==> src/rtl/wrr_pop_scheduler.sv <==
// Weighted round-robin pop scheduler: drains four input FIFOs into one shared FIFO.
// Optional macro WRR_STRICT_P0_EN gives port 0 strict priority over ports 1..3.
module wrr_pop_scheduler #(
  parameter int WGT_W = 3
) (
  input  logic               clk,
  input  logic               reset_L,
  input  logic [3:0]         empty,
  input  logic               almost_full,
  input  logic [4*WGT_W-1:0] weight_cfg,
  output logic [3:0]         pop,
  output logic               push,
  output logic [1:0]         mux_sel,
  output logic [1:0]         cur_port,
  output logic               stalled
);

  typedef enum logic [1:0] {
    IDLE  = 2'd0,
    SERVE = 2'd1,
    PAUSE = 2'd2
  } state_t;

  state_t           state_r, state_s;
  logic [1:0]       cur_r, cur_s;
  logic [1:0]       ptr_r, ptr_s;
  logic [WGT_W-1:0] burst_cnt_r, burst_cnt_s;
  logic             held_r, held_s;
  logic [3:0]       elig_s;
  logic [2:0]       pick_arb_s;
  logic [2:0]       pick_end_s;
  logic [1:0]       end_ptr_s;
  logic             burst_end_s;

  function automatic logic [WGT_W-1:0] port_wgt(input logic [4*WGT_W-1:0] cfg,
                                                input logic [1:0] idx);
    port_wgt = cfg[int'(idx)*WGT_W +: WGT_W];
  endfunction

  // Returns {found, index} of the first requester scanning start, start+1, ... mod 4.
  function automatic logic [2:0] rr_pick(input logic [3:0] req, input logic [1:0] start);
    logic [1:0] idx;
    rr_pick = 3'b000;
    for (int k = 3; k >= 0; k--) begin
      idx = start + 2'(k);
      if (req[idx]) begin
        rr_pick = {1'b1, idx};
      end else begin
        rr_pick = rr_pick;
      end
    end
  endfunction

  function automatic logic [1:0] onehot_idx(input logic [3:0] oh);
    case (oh)
      4'b0010: onehot_idx = 2'd1;
      4'b0100: onehot_idx = 2'd2;
      4'b1000: onehot_idx = 2'd3;
      default: onehot_idx = 2'd0;
    endcase
  endfunction

  // Eligibility: non-empty and non-zero weight.
  always_comb begin
    elig_s = 4'b0000;
    for (int i = 0; i < 4; i++) begin
      elig_s[i] = ~empty[i] && (weight_cfg[i*WGT_W +: WGT_W] != {WGT_W{1'b0}});
    end
  end

  // Arbitration results for a fresh grant (IDLE/PAUSE) and for a burst end.
  always_comb begin
`ifdef WRR_STRICT_P0_EN
    // Port 0 bypasses ptr; after its own burst it yields once to ports 1..3 if any wait.
    if (cur_r == 2'd0) begin
      end_ptr_s = ptr_r;
    end else if (cur_r == 2'd3) begin
      end_ptr_s = 2'd1;
    end else begin
      end_ptr_s = cur_r + 2'd1;
    end
    if (elig_s[0]) begin
      pick_arb_s = 3'b100;
    end else begin
      pick_arb_s = rr_pick(elig_s, ptr_r);
    end
    if (cur_r == 2'd0) begin
      pick_end_s = rr_pick(elig_s & 4'b1110, end_ptr_s);
      if (!pick_end_s[2]) begin
        pick_end_s = rr_pick(elig_s, end_ptr_s);
      end else begin
        pick_end_s = pick_end_s;
      end
    end else if (elig_s[0]) begin
      pick_end_s = 3'b100;
    end else begin
      pick_end_s = rr_pick(elig_s, end_ptr_s);
    end
`else
    end_ptr_s  = cur_r + 2'd1;
    pick_arb_s = rr_pick(elig_s, ptr_r);
    pick_end_s = rr_pick(elig_s, end_ptr_s);
`endif
  end

  // Pop strobe: only the granted port, gated by state, emptiness and backpressure.
  always_comb begin
    pop = 4'b0000;
    if (state_r == SERVE && !empty[cur_r] && !almost_full) begin
      pop[cur_r] = 1'b1;
    end else begin
      pop = 4'b0000;
    end
  end

  assign burst_end_s = (state_r == SERVE) &&
                       (empty[cur_r] || (pop[cur_r] && burst_cnt_r <= WGT_W'(1)));

  // Next-state logic.
  always_comb begin
    state_s     = state_r;
    cur_s       = cur_r;
    ptr_s       = ptr_r;
    burst_cnt_s = burst_cnt_r;
    held_s      = held_r;
    case (state_r)
      IDLE: begin
        if (pick_arb_s[2] && !almost_full) begin
          cur_s       = pick_arb_s[1:0];
          burst_cnt_s = port_wgt(weight_cfg, pick_arb_s[1:0]);
          held_s      = 1'b1;
          state_s     = SERVE;
        end else if (pick_arb_s[2]) begin
          held_s  = 1'b0;
          state_s = PAUSE;
        end else begin
          state_s = IDLE;
        end
      end
      SERVE: begin
        if (burst_end_s) begin
          ptr_s = end_ptr_s;
          if (pick_end_s[2] && !almost_full) begin
            cur_s       = pick_end_s[1:0];
            burst_cnt_s = port_wgt(weight_cfg, pick_end_s[1:0]);
            held_s      = 1'b1;
            state_s     = SERVE;
          end else if (pick_end_s[2]) begin
            held_s  = 1'b0;
            state_s = PAUSE;
          end else begin
            held_s  = 1'b0;
            state_s = IDLE;
          end
        end else if (almost_full) begin
          state_s = PAUSE;
        end else begin
          burst_cnt_s = burst_cnt_r - WGT_W'(1);
          state_s     = SERVE;
        end
      end
      PAUSE: begin
        if (almost_full) begin
          state_s = PAUSE;
        end else if (held_r) begin
          state_s = SERVE;
        end else if (pick_arb_s[2]) begin
          cur_s       = pick_arb_s[1:0];
          burst_cnt_s = port_wgt(weight_cfg, pick_arb_s[1:0]);
          held_s      = 1'b1;
          state_s     = SERVE;
        end else begin
          state_s = IDLE;
        end
      end
      default: begin
        held_s  = 1'b0;
        state_s = IDLE;
      end
    endcase
  end

  // State, grant and datapath-alignment registers.
  always_ff @(posedge clk or negedge reset_L) begin
    if (!reset_L) begin
      state_r     <= IDLE;
      cur_r       <= 2'd0;
      ptr_r       <= 2'd0;
      burst_cnt_r <= {WGT_W{1'b0}};
      held_r      <= 1'b0;
      push        <= 1'b0;
      mux_sel     <= 2'd0;
      stalled     <= 1'b0;
    end else begin
      state_r     <= state_s;
      cur_r       <= cur_s;
      ptr_r       <= ptr_s;
      burst_cnt_r <= burst_cnt_s;
      held_r      <= held_s;
      push        <= |pop;
      mux_sel     <= (|pop) ? onehot_idx(pop) : mux_sel;
      stalled     <= (state_s == PAUSE);
    end
  end

  assign cur_port = cur_r;

endmodule

==> config.mk <==
export PLATFORM = sky130hd
export DESIGN_NAME = wrr_pop_scheduler
export DESIGN_NICKNAME = d
export VERILOG_FILES = /design/src/rtl/wrr_pop_scheduler.sv
export SDC_FILE = /design/constraint.sdc
export NUM_CORES = 1
export LEC_CHECK = 0
export CAP_MARGIN = 20
export CORE_MARGIN = 2
export CORE_UTILIZATION = 52
export DETAILED_ROUTE_END_ITERATION = 6
export MAX_ROUTING_LAYER = met4
export PLACE_DENSITY = 0.85
export SLEW_MARGIN = 20
export SYNTH_ARGS = -nofsm -noshare
export SYNTH_HDL_FRONTEND = slang
export SYNTH_SLANG_ARGS = --single-unit
export TNS_END_PERCENT = 10
==> constraint.sdc <==
create_clock -name clk -period 3.35 [get_ports clk]
set_input_delay 0.5025 -clock clk [delete_from_list [all_inputs] [get_ports clk]]
set_output_delay 0.5025 -clock clk [all_outputs]
set_load 0.01 [all_outputs]
# Word-level counts from Yosys, hierarchy flattened
# Index checks and enable logic that the tools add are counted.
dict set report totals {
  input_bits 19
  out_inout_bits 10
  elab_cells 140
  reg_bits 14
}
dict set report op_classes {
  n_reduce_logical 25
  n_eq_ne 15
  bitwise_logic 4
  n_mul 2
  n_shift 2
  n_mux 65
  n_addsub 8
  magnitude_cmp 11
}
# operator count
set ops {}
lappend ops {{3-bit two-way mux} 15}
lappend ops {{2-bit by 3-bit < comparator with 1-bit output (second input constant)} 9}
lappend ops {{2-bit two-way mux} 13}
lappend ops {{12-bit by 5-bit indexed part select with 3-bit output} 2}
lappend ops {{1-bit binary-select mux with 2-bit select} 10}
lappend ops {{1-bit two-way mux} 20}
lappend ops {{2-bit case mux with 3 select lines} 3}
lappend ops {{3-bit nonzero test} 5}
lappend ops {{7-bit AND reduction} 2}
lappend ops {{1-bit logical AND} 11}
lappend ops {{2-bit inequality test (second input constant)} 5}
lappend ops {{3-bit case mux with 3 select lines} 1}
lappend ops {{2-bit adder (second input constant)} 4}
lappend ops {{2-bit by 2-bit multiplier with 4-bit output (second input constant)} 2}
lappend ops {{2-bit by 1-bit adder with 2-bit output (second input constant)} 3}
lappend ops {{3-bit inequality test (second input constant)} 2}
lappend ops {{2-bit == test (second input constant)} 2}
lappend ops {{4-bit by 2-bit == test with 1-bit output (second input constant)} 1}
lappend ops {{4-bit by 3-bit == test with 1-bit output (second input constant)} 1}
lappend ops {{4-bit == test (second input constant)} 1}
lappend ops {{4-bit two-way mux} 1}
lappend ops {{1-bit NOT} 4}
lappend ops {{4-bit OR reduction} 1}
lappend ops {{3-bit by 1-bit <= comparator with 1-bit output (second input constant)} 1}
lappend ops {{other kinds (12)} 13}

# Depth between registers and ports, before layout
dict set report logic_depth {
  ltp_word 14
  depth_mapped 10
  depth_no_buf 9
}

# Worst setup path after synthesis
# Ideal clock, no wire load.
dict set report synth_timing {
  path_kind {register -> register}
  start {register cur_r[0], in the netlist cur_port[0]}
  end {register burst_cnt_r[2]}
  period_less_slack_ns 2.679
  setup_time_ns 0.137
  arrival_time_ns 2.541
  setup_slack_ns 0.671
  stages_incl_launch_ff 11
  n_path_buf 1
  required_ns 3.213
  cell_sequence {dfrtp_1 > buf_4 > inv_1 > ha_1 > inv_2 > o32a_1 > o311ai_4 > mux2i_1 > nor3_2 > nor4_1 > o22ai_2}
}
dict set report synth_between {
  elab_chain_cells 13
  word_cells_on_any_way 41
  cone_classes {4 x add/sub; 1 x mul; 2 x order compare; 2 x eq/ne; 1 x shift; 22 x mux; 9 x reduce/logical}
}
# element line
set synth_lines {}
lappend synth_lines {{start: declaration} 25} ;# logic [1:0] cur_r, cur_s;
lappend synth_lines {{start signal: assignment} 196} ;# cur_r <= cur_s;
lappend synth_lines {{2-bit by 1-bit adder with 2-bit output (*)} 100} ;# end_ptr_s = cur_r + 2'd1;
lappend synth_lines {{via end_ptr_s[0]} 32} ;# logic [1:0] end_ptr_s;
lappend synth_lines {{2-bit adder} 45} ;# idx = start + 2'(k);
lappend synth_lines {{1-bit binary-select mux with 2-bit select} 46} ;# if (req[idx]) begin
lappend synth_lines {{1-bit two-way mux (implied by the code)} 46}
lappend synth_lines {{3-bit two-way mux (3 in a row)} 46}
lappend synth_lines {{3-bit two-way mux (*)} 46}
lappend synth_lines {{2-bit by 2-bit multiplier with 4-bit output} 37} ;# port_wgt = cfg[int'(idx)*WGT_W +: WGT_W];
lappend synth_lines {{12-bit by 5-bit indexed part select with 3-bit output} 37}
lappend synth_lines {{3-bit two-way mux} 143} ;# if (pick_end_s[2] && !almost_full) begin
lappend synth_lines {{3-bit two-way mux} 141} ;# if (burst_end_s) begin
lappend synth_lines {{3-bit case mux with 3 select lines} 126} ;# case (state_r)
lappend synth_lines {{end signal: assignment} 189} ;# burst_cnt_r <= {WGT_W{1'b0}};
lappend synth_lines {{end signal: assignment} 198} ;# burst_cnt_r <= burst_cnt_s;
lappend synth_lines {{end: declaration} 27} ;# logic [WGT_W-1:0] burst_cnt_r, burst_cnt_s;
# Mark *: on every way through the listed nets, which the timed path passes. The rest lies on a longest branch. The select of a mux whose other input is x is not followed.
# A chain may end at the register's enable or synchronous reset.

# Final worst setup path
dict set report layout_timing {
  start {input port empty[3]}
  end {output port pop[0]}
}
dict set report layout_between {
  elab_chain_cells 6
}
# element line
set layout_lines {}
lappend layout_lines {{start: declaration} 8} ;# input logic [3:0] empty,
lappend layout_lines {{1-bit binary-select mux with 2-bit select} 109} ;# if (state_r == SERVE && !empty[cur_r] && !almost_full) begin
lappend layout_lines {{1-bit two-way mux (implied by the code)} 109}
lappend layout_lines {{1-bit logical NOT} 109}
lappend layout_lines {{1-bit logical AND (2 in a row)} 109}
lappend layout_lines {{4-bit two-way mux} 109}
lappend layout_lines {{end: declaration} 11} ;# output logic [3:0] pop,
# No other way between the ends. The select of a mux whose other input is x is not followed.

==> reports/summary.md <==
Floorplanning
- die extent in x: 56.9 microns
- area of the core region: 2710 sq um
- Initial Util: 0.537
- number of top-level pins: 29
- full die area: 3240 sq um
- FP Rows: 19
- die height: 56.9 microns

Yosys
- Avg Inst Size Synth: 8.98 sq um
- number of enable flip-flop cells after synthesis: 0
- Cell variety after synth: 57
- most used flip-flop cell after synthesis: sky130_fd_sc_hd__dfrtp_1
- area share of the leading cell type in the synthesized netlist: 0.241
- post-synth design cell area: 1460 sq um
- most numerous cell in the Yosys netlist: sky130_fd_sc_hd__nor2_1
- post-synthesis instance total: 162
- Mapped Nets: 187
- most common library cells after synthesis: 21 x sky130_fd_sc_hd__nor2_1, 14 x sky130_fd_sc_hd__dfrtp_1, 9 x sky130_fd_sc_hd__mux2i_1
- post-synthesis async set-or-reset flop share: 1.00
- number of flip-flops and latches in the synthesized netlist: 14
- proportion of synthesized chip area in sequential cells: 0.241
- ranking of synthesized cells by area: sky130_fd_sc_hd__dfrtp_1 24%, sky130_fd_sc_hd__mux2i_1 6.2%, sky130_fd_sc_hd__nor2_1 5.4%, sky130_fd_sc_hd__ha_1 5.2%, sky130_fd_sc_hd__mux2_2 3.9%
- warnings from Yosys: 0
- Yosys top cell by area: sky130_fd_sc_hd__dfrtp_1

Job
- max-cap viol count: 0

Power
- Comb pwr share: 0.648
- sequential group share of total power: 0.245
- share of total power consumed by net switching: 0.445
- maximum vdd drop: 0.514 mV
- Leakage Power: 0.732 nW
- switching power: 0.536 mW
- pwr dens: 666 nW/um^2
- internal cell power: 0.669 mW
- clock network power share: 0.107

CTS
- library cell used as clock root buffer: sky130_fd_sc_hd__clkbuf_4
- number of hold buffers added after CTS: 0
- number of buffers inserted during clock tree synthesis: 3
- number of clock sinks: 14
- post-CTS repair timing setup buffer count: 0
- clock tree from TritonCTS: built
- CTS clk-pin slew, worst paths: 0.09 ns
- deepest clock path buffer count: 2
- CTS H-tree lvls: 1
- clock latency on the worst-skew pair: 0.30 ns
- post-CTS sizing: 0

Detailed routing
- Detailed Route WL: 3.67 mm
- total number of vias: 1,443
- DRC: 0
- average wire per cell in the routed design: 16.5 microns
- detail-routed via count per cell: 6.47
- number of DRC markers in iteration 0: 46
- number of nets still failing antenna checks after routing: 0
- first-pass iteration count of the detailed router: 4

Critical path
- required arrival time at the worst endpoint: 2.85 ns
- WP buf/inv: 2
- CP Cell Sequence: clkdlybuf4s50_1 -> mux4_2 -> nor3_1 -> and2_1 -> clkdlybuf4s50_1
- top cell family by delay on the critical path: buffers and inverters
- Most Frequent Cell on Critical Path: sky130_fd_sc_hd__clkdlybuf4s50_1
- largest stage delay on the critical path: 0.56 ns
- nature of the critical path endpoint: output pin
- slowest cell on the critical path: sky130_fd_sc_hd__mux4_2
- largest fanout on the critical path: 6
- CP arrival: 2.61 ns
- worst-case register-to-register setup slack: 0.51 ns
- kind of launch point of the worst setup path: input pin
- critical path class: in2out

GRT
- antenna violations before repair: 0
- maximum number of pins on one net before global-route repair: 15
- number of global-route vias before repair: 1,424
- first-pass GRT wire length: 6.20 mm
- GRT overflow: 0
- global routing usage summed across all routing layers: 0.253

STA
- maximum clock skew at final layout: 0.00275 ns
- highest clock frequency the design can meet: 321 MHz
- unrepaired setup endpoints after global routing: false
- Worst Hold Slack: 0.506 ns
- number of failing setup endpoints in the final timing report: 0
- period utilization: 0.929
- shortest clock period the worst path allows after layout: 3.11 ns
- Final Hold Vio Count: 0
- Final Slew Violations: 0
- Relative slew margins: 0.574
- Least-Margin Pin Slew: 0.637 ns
- total negative slack: 0 ns

Placement
- count of input and output buffers: 28
- total cell area at the placement stage: 1770 sq um
- placer congestion estimate: 0.905
- Detail Placement HPWL: 2.89 mm

Layout
- fillcell total: 228
- synthesis-to-layout area growth: 24.2%
- ant diodes: 0
- layout cell share with drive strength beyond 1: 0.193
- NumNets Final: 218
- fin area: 1810 sq um
- Final Util: 0.667

Run status
- result of the run: completed

Hold path
- path category of the worst min-delay check: reg2reg

cells by family after synthesis:
group,after synthesis,synth area share
AOI/OAI and AO/OA,47,0.268
adders and majority gates,6,0.0516
buffers and inverters,13,0.0404
DFF,14,0.241
muxes,18,0.147
and+or+nand+nor,64,0.252
area by class of cell:
type	instances	area, sq um	area share
clock buffer	4	36.3	0.0201
multi-input combinational	135	1050	0.579
sequential	14	350	0.194
timing repair buffer	32	310	0.172
tap	31	38.8	0.0215
inverter	7	26.3	0.0145
state kept, by name, indices dropped and copies added, names as in the netlist:
| name | cells |
|---|---|
| burst_cnt_r | 3 |
| cur_port | 2 |
| held_r | 1 |
| mux_sel | 2 |
| ptr_r | 2 |
| push | 1 |
| stalled | 1 |
| state_r | 2 |
cells in the final DEF, fill, tap and decap left out, drive strengths merged, types with 5 or more instances in the layout:
cell type      instances
clkdlybuf4s50         28
nor2                  23
dfrtp                 14
mux2i                  9
nand3                  8
a21oi                  8
o21ai                  8
inv                    7
mux2                   7
nor3                   7
ha                     6
nand2                  6
o211ai                 5
per-stage QoR:
stage,setup slack (ns),cells,power [mW]
floorplan,0.671,162,0.842
global placement,0.351,219,1.05
detailed placement,0.243,219,1.07
CTS,0.243,223,1.20
global route,0.159,223,1.30
finish,0.239,223,1.20
per-layer routing:
layer  vias to the layer above  wire [microns]  global-route usage
met5                         -               0                   -
met1                       682            1490               0.288
met3                         9             255              0.0392
met4                         0             113               0.133
li1                        679               -                   -
met2                        73            1810               0.427
worst paths after layout:
| check | from | end | depth (start not counted) |
|---|---|---|---|
| max in group asynchronous | reset_L | burst_cnt_r[1] | 1 |
| min in group asynchronous | reset_L | mux_sel[1] | 1 |
| min | mux_sel[1] | mux_sel[1] | 1 |
| max | empty[3] | pop[0] | 5 |
| min reg2reg | mux_sel[1] | mux_sel[1] | 1 |
| max reg2reg | cur_port[1] | burst_cnt_r[2] | 9 |
power groups by stage:
stage	sequential, mW	combinational [mW]	clock (mW)
after floorplan	0.289	0.553	0
after global placement	0.289	0.756	0
after detailed placement	0.294	0.775	0
after CTS	0.293	0.778	0.131
after global routing	0.303	0.853	0.142
final	0.295	0.780	0.129
Power figures use the tool's default switching activity.
